## src/rtl/adc_packetizer_64_if.sv

```systemverilog
`default_nettype none
// ============================================================================
// Module   : adc_packetizer_64_if
// Brief    : 64-bit AXI4-Stream bundle carried from the packetizer to its sink.
// Revision : 1.0 - initial release
// ============================================================================
interface adc_packetizer_64_if;
    logic [63:0] tdata;
    logic [7:0]  tkeep;
    logic        tvalid;
    logic        tready;
    logic        tlast;

    modport master (
        output tdata,
        output tkeep,
        output tvalid,
        output tlast,
        input  tready
    );

    modport slave (
        input  tdata,
        input  tkeep,
        input  tvalid,
        input  tlast,
        output tready
    );
endinterface
`default_nettype wire

```

## src/rtl/adc_packetizer_64.sv

```systemverilog
`default_nettype none
// ============================================================================
// Module   : adc_packetizer_64
// Brief    : Frames 4x16-bit ADC samples into fixed-length AXI-Stream packets
//            led by one header word, with a small FWFT FIFO and drop counter.
// Revision : 1.0 - initial release
// ============================================================================
module adc_packetizer_64 #(
    parameter int unsigned PKT_WIDTH  = 11,
    parameter int unsigned FIFO_AW    = 4,
    parameter logic [15:0] HDR_MARKER = 16'hADC0
) (
    input  wire logic                data_clk,
    input  wire logic                dma_rst,
    input  wire logic                dma_ena,
    input  wire logic                new_sample,
    input  wire logic [63:0]         adc_data,
    adc_packetizer_64_if.master      m_axis,
    output logic [15:0]              overflow_cnt,
    output logic [15:0]              pkt_seq,
    output logic                     busy
);

    localparam int unsigned          c_DEPTH    = 1 << FIFO_AW;
    localparam logic [PKT_WIDTH-1:0] c_LAST_CNT = {{(PKT_WIDTH-1){1'b1}}, 1'b0};
    localparam logic [FIFO_AW:0]     c_ONE      = {{FIFO_AW{1'b0}}, 1'b1};

    typedef enum logic [1:0] {
        S_IDLE = 2'd0,
        S_HDR  = 2'd1,
        S_DATA = 2'd2
    } state_t;

    state_t               r_state;
    state_t               w_state_nxt;

    logic [64:0]          r_mem [c_DEPTH];
    logic [FIFO_AW:0]     r_wr_ptr;
    logic [FIFO_AW:0]     r_rd_ptr;
    logic [PKT_WIDTH-1:0] r_cap_cnt;
    logic [15:0]          r_ovf_cnt;
    logic [15:0]          r_pkt_seq;
    logic [31:0]          r_sample_idx;

    logic                 w_empty;
    logic                 w_full;
    logic [FIFO_AW:0]     w_count;
    logic                 w_eligible;
    logic                 w_push;
    logic                 w_drop;
    logic                 w_pop;
    logic                 w_hdr_acc;
    logic                 w_more;
    logic [64:0]          w_head;
    logic                 w_tvalid;
    logic                 w_tlast;
    logic [63:0]          w_tdata;

    assign w_empty    = (r_wr_ptr == r_rd_ptr);
    assign w_full     = (r_wr_ptr[FIFO_AW] != r_rd_ptr[FIFO_AW]) &&
                        (r_wr_ptr[FIFO_AW-1:0] == r_rd_ptr[FIFO_AW-1:0]);
    assign w_count    = r_wr_ptr - r_rd_ptr;
    assign w_head     = r_mem[r_rd_ptr[FIFO_AW-1:0]];

    // An open packet keeps accepting samples even after enable drops.
    assign w_eligible = new_sample && (dma_ena || (r_cap_cnt != '0));
    assign w_push     = w_eligible && !w_full;
    assign w_drop     = w_eligible && w_full;

    assign w_pop      = (r_state == S_DATA) && !w_empty && m_axis.tready;
    assign w_hdr_acc  = (r_state == S_HDR) && m_axis.tready;
    // Occupancy after the current edge, including a concurrent push.
    assign w_more     = (w_count > c_ONE) || w_push;

    always_comb begin
        w_state_nxt = r_state;
        w_tvalid    = 1'b0;
        w_tlast     = 1'b0;
        w_tdata     = 64'd0;
        case (r_state)
            S_IDLE: begin
                if (!w_empty) begin
                    w_state_nxt = S_HDR;
                end
            end
            S_HDR: begin
                w_tvalid = 1'b1;
                w_tdata  = {HDR_MARKER, r_pkt_seq, r_sample_idx};
                if (m_axis.tready) begin
                    w_state_nxt = S_DATA;
                end
            end
            S_DATA: begin
                w_tvalid = !w_empty;
                w_tdata  = w_head[63:0];
                w_tlast  = w_head[64];
                if (w_pop && w_head[64]) begin
                    w_state_nxt = w_more ? S_HDR : S_IDLE;
                end
            end
            default: begin
                w_state_nxt = S_IDLE;
            end
        endcase
    end

    always_ff @(posedge data_clk) begin
        if (dma_rst) begin
            r_state      <= S_IDLE;
            r_wr_ptr     <= '0;
            r_rd_ptr     <= '0;
            r_cap_cnt    <= '0;
            r_ovf_cnt    <= 16'd0;
            r_pkt_seq    <= 16'd0;
            r_sample_idx <= 32'd0;
        end else begin
            r_state <= w_state_nxt;
            if (w_push) begin
                r_wr_ptr  <= r_wr_ptr + 1'b1;
                r_cap_cnt <= (r_cap_cnt == c_LAST_CNT) ? '0 : r_cap_cnt + 1'b1;
            end
            if (w_drop && (r_ovf_cnt != 16'hFFFF)) begin
                r_ovf_cnt <= r_ovf_cnt + 16'd1;
            end
            if (w_pop) begin
                r_rd_ptr     <= r_rd_ptr + 1'b1;
                r_sample_idx <= r_sample_idx + 32'd1;
            end
            if (w_hdr_acc) begin
                r_pkt_seq <= r_pkt_seq + 16'd1;
            end
        end
    end

    // Storage carries no reset; the pointers alone define what is valid.
    always_ff @(posedge data_clk) begin
        if (w_push) begin
            r_mem[r_wr_ptr[FIFO_AW-1:0]] <= {(r_cap_cnt == c_LAST_CNT), adc_data};
        end
    end

    assign m_axis.tvalid = w_tvalid;
    assign m_axis.tdata  = w_tdata;
    assign m_axis.tlast  = w_tlast;
    assign m_axis.tkeep  = 8'hFF;

    assign overflow_cnt  = r_ovf_cnt;
    assign pkt_seq       = r_pkt_seq;
    assign busy          = (r_cap_cnt != '0) || (r_state != S_IDLE) || !w_empty;

endmodule
`default_nettype wire

```

## src/flat_wrapper.sv

```systemverilog
// flat-port wrapper written by rule: the top's interface ports become plain ports
module adc_packetizer_64_flat 
#(
    parameter int unsigned PKT_WIDTH  = 11,
    parameter int unsigned FIFO_AW    = 4,
    parameter logic [15:0] HDR_MARKER = 16'hADC0
)
  (data_clk, dma_rst, dma_ena, new_sample, adc_data, overflow_cnt, pkt_seq, busy, m_axis_tdata, m_axis_tkeep, m_axis_tvalid, m_axis_tlast, m_axis_tready);
  adc_packetizer_64_if m_axis_i ();
  input  wire logic data_clk;
  input  wire logic dma_rst;
  input  wire logic dma_ena;
  input  wire logic new_sample;
  input  wire logic [63:0] adc_data;
  output logic [15:0] overflow_cnt;
  output logic [15:0] pkt_seq;
  output logic busy;
  output wire logic [$bits(m_axis_i.tdata)-1:0] m_axis_tdata;
  output wire logic [$bits(m_axis_i.tkeep)-1:0] m_axis_tkeep;
  output wire logic [$bits(m_axis_i.tvalid)-1:0] m_axis_tvalid;
  output wire logic [$bits(m_axis_i.tlast)-1:0] m_axis_tlast;
  input wire logic [$bits(m_axis_i.tready)-1:0] m_axis_tready;
  assign m_axis_tdata = m_axis_i.tdata;
  assign m_axis_tkeep = m_axis_i.tkeep;
  assign m_axis_tvalid = m_axis_i.tvalid;
  assign m_axis_tlast = m_axis_i.tlast;
  assign m_axis_i.tready = m_axis_tready;
  adc_packetizer_64 #(.PKT_WIDTH(PKT_WIDTH), .FIFO_AW(FIFO_AW), .HDR_MARKER(HDR_MARKER)) u_core (.data_clk(data_clk), .dma_rst(dma_rst), .dma_ena(dma_ena), .new_sample(new_sample), .adc_data(adc_data), .m_axis(m_axis_i), .overflow_cnt(overflow_cnt), .pkt_seq(pkt_seq), .busy(busy));
endmodule
```

## config.mk

```make
export PLATFORM = sky130hd
export DESIGN_NAME = adc_packetizer_64_flat
export DESIGN_NICKNAME = d
export VERILOG_FILES = /design/src/rtl/adc_packetizer_64_if.sv /design/src/rtl/adc_packetizer_64.sv /design/src/flat_wrapper.sv
export SDC_FILE = /design/constraint.sdc
export NUM_CORES = 1
export LEC_CHECK = 0
export BUFFER_PORTS_ARGS = -buffer_cell sky130_fd_sc_hd__buf_4
export CORE_ASPECT_RATIO = 1.2
export CORE_UTILIZATION = 55
export CTS_CLUSTER_DIAMETER = 40
export DETAILED_ROUTE_END_ITERATION = 10
export PLACE_DENSITY_LB_ADDON = 0.12
export SLEW_MARGIN = 0
export SYNTH_ARGS = -nofsm -noshare
export SYNTH_HDL_FRONTEND = slang
export SYNTH_SLANG_ARGS = --single-unit
export TNS_END_PERCENT = 50
```

## constraint.sdc

```tcl
create_clock -name data_clk -period 7.92 [get_ports data_clk]
set_input_delay 0.792 -clock data_clk [delete_from_list [all_inputs] [get_ports data_clk]]
set_output_delay 0.792 -clock data_clk [all_outputs]
set_load 0.02 [all_outputs]
```

-- After elaboration in Yosys (flattened, before gate mapping)
Memories as Yosys holds them, arrays and structs flattened. A register that Yosys moved wholly into a read port is not among the register bits.
Index checks and enable logic that the tools add are counted.
- muxes and demuxes: 13
- add/sub/neg operators: 7
- $lt $le $gt $ge: 1
- equality and inequality tests: 10
- reduce and logical (&&, ||, !) cells: 19
- operator list (operator ; count):
    $pmux W64 S2 ; 1
    $add A16 B1 Y16 const B ; 2
    $add A32 B1 Y32 const B ; 1
    $ne A16 B16 Y1 const B ; 1
    $add A11 B1 Y11 const B ; 1
    $eq A11 B11 Y1 const B ; 1
    $mux W11 ; 1
    $reduce_bool A11 Y1 ; 1
    $add A5 B1 Y5 const B ; 2
    $logic_and A1 B1 Y1 ; 9
    $mux W4 ; 2
    $mux W2 ; 3
    $ne A2 B2 Y1 const B ; 3
    $pmux W2 S3 ; 1
    $eq A5 B5 Y1 ; 1
    $gt A5 B1 Y1 const B ; 1
    $sub A5 B5 Y5 ; 1
    $eq A4 B4 Y1 ; 1
    $logic_or A1 B1 Y1 ; 4
    $mux W1 ; 4
    $reduce_and A3 Y1 ; 1
    $eq A2 B1 Y1 const B ; 1
    $eq A2 B2 Y1 const B ; 1
    $logic_not A1 Y1 ; 2
    other kinds (4) ; 4
- RAM bits: 1040
- memories: 1
- word-level logic and storage cells: 58
- bits of input ports: 69
- output and inout port bits: 107
- flip-flop bits (word level): 87
- memory list (name ; depth ; bits a word ; rd ports ; clocked after memory_dff ; wr ports ; line ; RTL):
    u_core.r_mem ; 16 ; 65 ; 1 ; 1 ; 1 ; adc_packetizer_64.sv:37 ; logic [64:0] r_mem [c_DEPTH];

-- Logic depth before layout (Yosys ltp)
- depth after elaboration: 8
- mapped depth: 9
- mapped depth without buffers: 9

-- Worst setup path after synthesis
Ideal clock, no wire load.
- path kind: register to register
- start: register u_core.r_rd_ptr[2]
- end: memory u_core.r_mem[15][0] (enable)
- arrival time: 7.343 ns
- cell stages (with the launch flop): 6
- path slack: -0.078 ns
- cell sequence: dfxtp_1 inv_1 ha_1 nand4_1 nor2_1 nor4_1
- cells in the longest elaborated chain, start to end: 6
- RTL lines (item ; line ; RTL):
    start, declared ; adc_packetizer_64.sv:39 ; logic [FIFO_AW:0] r_rd_ptr;
    start signal, assigned ; adc_packetizer_64.sv:126 ; r_rd_ptr <= r_rd_ptr + 1'b1;
    $eq A4 B4 Y1 ; adc_packetizer_64.sv:61 ; (r_wr_ptr[FIFO_AW-1:0] == r_rd_ptr[FIFO_AW-1:0]);
    $logic_and A1 B1 Y1 ; adc_packetizer_64.sv:60 ; assign w_full = (r_wr_ptr[FIFO_AW] != r_rd_ptr[FIFO_AW]) &&
    $logic_not A1 Y1 ; adc_packetizer_64.sv:67 ; assign w_push = w_eligible && !w_full;
    $logic_and A1 B1 Y1 ; adc_packetizer_64.sv:67 ;
    $mux W1 ; adc_packetizer_64.sv:137 ; if (w_push) begin
    $mux W1 (not written as such) ; adc_packetizer_64.sv:138 ; r_mem[r_wr_ptr[FIFO_AW-1:0]] <= {(r_cap_cnt == c_LAST_CNT), adc_data};
    end, declared ; adc_packetizer_64.sv:37 ;
No other way between the ends.

==> results.md <==
* Status: complete, but fails checks
* Failing checks: design-rule violations
* Worst endpoint data arrival time at 4050 ps
* Critical path cell sequence: buf_4 > mux4_2 > mux4_2 > a32o_1 > buf_4
* Critical Path Sink Type: output pin
* Port-buffer cells at 167
* RSZ-0062 raised after global routing: false
* Tightest Pin Transition at 1160 ps
* Filler-free cell count of the finished design at 3457
* Post-synth ARST share at 0%
* Total gr overflow at 0
* CP Launch Type: flip-flop
* MaxCap Viol Count at 0
* Syn Area/Cell at 21.2 sq um
* IO Pins at 176
* Power share of the combinational group at 5.2%
* Final net count at 2402
* Die Width at 261 um
* Hold Fails Final Rpt at 0
* Initial antenna violation count at 5
* Crit-path slowest cell: buf_4
* Die Y at 312 um
* Vias in the first global route at 22734
* Final Wtd Congestion at 0.850
* Hold crit path type: in2reg
* Clock slew at reported path FFs at 60 ps
* Max VDD drop at 0.167 mV
* CTS tree: built
* Layout cell share with drive strength beyond 1 at 32.1%
* Internal Power at 0.0104 W
* Reg power frac at 49.8%
* Pre-antenna DRT Iters at 9
* Final Max Slew Viols at 0
* Cts hold-fix bufs at 0
* CP Max Fanout at 52
* Buffers & Inverters on Critical Path at 2
* Total track usage at 25.8%
* CP delay by family, top: multiplexers
* CTS Root Cell: clkbuf_16
* CP max stage delay at 900 ps
* Skew-Pair Late Insertion Delay at 720 ps
* Site row count at 113
* Final Cycle Share at 61.2%
* First-pass GRT wire length at 150000 um
* Post-synthesis cell count at 2081
* Skew final at 29.0 ps
* Commonest non-fill, non-tap cells in the layout: edfxtp_1 (1040), mux4_2 (324), buf_4 (205), clkbuf_16 (140), dfxtp_1 (87)
* Sequential fraction of the synthesis area at 74.9%
* Residual DRC count at 36
* Routed vias at 21984
* Power per cell area at 260 mW/mm^2
* Maximum number of pins on one net before global-route repair at 106
* CTS resizes at 0
* Synth warn at 0
* DIE AREA at 0.0814 sq mm
* Number of buffers created by CTS at 135
* Fill count at 5249
* Routed Antenna Nets at 0
* Post-synth cell types at 49
* Initial core utilization at 55.6%
* EDFF count, synth at 1040
* H-tree levels at 4
* FF+latch count, synth at 1131
* Power share of the clock group at 45.0%
* Via density at 6.36
* Clock buffer depth at 3
* Final core occ at 64.4%
* Setup TNS at 0 ps
* Switching Share at 21.8%
* Placed Cells at 3210
* Final WL at 101000 um
* Post-DP HPWL at 53400 um
* Max Clk Rate at 0.206 GHz
* Primary FF master, synth: edfxtp_1
* CORE AREA at 0.0793 sq mm
* P&R area growth vs syn at 15.7%
* Leak at 15.9 nW
* Routed WL per cell at 29.3 um
* Synthesized cell area at 0.0441 sq mm
* Endpoints failing setup at 0
* Switching Power at 0.00290 W
* # Post-CTS Setup Buffers at 0
* Number of clock sinks at 1131
* Kind of critical path: reg2out
* Commonest non-fill, non-tap cell in the layout: edfxtp_1
* First DRT Iteration DRCs at 2365
* Crit path required time at 7130 ps
* Relative slew slack at 22.9%
* Final min period at 4850 ps
## metal layers
| layer | GRT usage, % | wire length (um) | vias up |
|---|---|---|---|
| met4 | 7.32 | 2210 | 8 |
| met1 | 35.5 | 41100 | 11767 |
| met2 | 42.0 | 51000 | 876 |
| met3 | 5.41 | 7020 | 149 |
| li1 | - | - | 9184 |
| met5 | 0 | 51 | - |
## flip-flops by register name, summed over array words and instances, names as in the netlist, named ones only
| name | count |
|---|---|
| u_core.pkt_seq | 16 |
| u_core.r_sample_idx | 32 |
| u_core.r_state | 2 |
| u_core.r_wr_ptr | 5 |
| u_core.r_mem | 1040 |
| u_core.r_rd_ptr | 5 |
| u_core.overflow_cnt | 16 |
| u_core.r_cap_cnt | 11 |
## per-stage QoR
step / worst slack, ps / hold WS, ps / power, W / cell area [sq um]
global route: 2790 / 339 / 0.0137 / 51100
floorplan: 1340 / 451 / 0.00714 / 44200
finish: 3070 / 360 / 0.0133 / 51100
CTS: 2920 / 316 / 0.0134 / 51100
detailed placement: 3700 / 474 / 0.00744 / 46700
global placement: 3740 / 463 / 0.00742 / 46700
## final cells by class
type                       count  area [sq um]  share of cell area, %
antenna                        1          2.50                0.00490
clock buffer                 164          3630                   7.12
clock inverter                82           769                   1.51
inverter                      31           116                  0.228
multi-input combinational    805         10600                   20.7
sequential                  1131         33100                   64.8
tap                         1035          1290                   2.54
timing repair buffer         208          1600                   3.13
## power groups by stage
stage | logic, W | clock network [W] | registers [W]
finish | 0.000697 | 0.00598 | 0.00662
CTS | 0.000700 | 0.00607 | 0.00662
global placement | 0.000684 | 0 | 0.00673
global route | 0.000741 | 0.00631 | 0.00662
detailed placement | 0.000696 | 0 | 0.00674
floorplan | 0.000395 | 0 | 0.00674
## worst paths after layout
| path | from | endpoint | slack [ps] | cells past startpoint |
|---|---|---|---|---|
| setup reg to reg | u_core.r_wr_ptr[2] | u_core.r_mem[14][47] | 3690 | 7 |
| setup / recovery | flip-flop | m_axis_tdata[7] | 3070 | 5 |
| hold / removal | adc_data[62] | u_core.r_mem[3][62] | 360 | 1 |
| hold reg to reg | u_core.r_sample_idx[31] | u_core.r_sample_idx[31] | 480 | 2 |
## logic make-up (layout without fill, tap and decap cells)
logic type / count (synthesis) / after routing / share of synthesized area [%]
AO/OA/AOI/OAI: 144 / 144 / 2.38
XOR/XNOR: 48 / 48 / 0.953
adder cells (fa/ha/maj): 21 / 21 / 0.613
buffers and inverters: 152 / 485 / 1.45
flip-flops: 1131 / 1131 / 74.9
multiplexers: 335 / 335 / 16.8
other: 1 / 9 / 0.00850
AND/OR/NAND/NOR: 249 / 249 / 2.88
## synth_stat cells, types with 23 or more instances
library cell	number	area, sq um
mux4_2	324	7300
edfxtp_1	1040	31200
o21ai_0	34	170
clkbuf_1	80	300
nor2_1	74	278
a21oi_1	41	205
inv_1	31	116
buf_2	26	130
or3_1	29	181
nand3_1	23	115
a32o_1	48	480
nand2_1	35	131
dfxtp_1	91	1820
xnor2_1	32	280
Power figures use the tool's default switching activity.
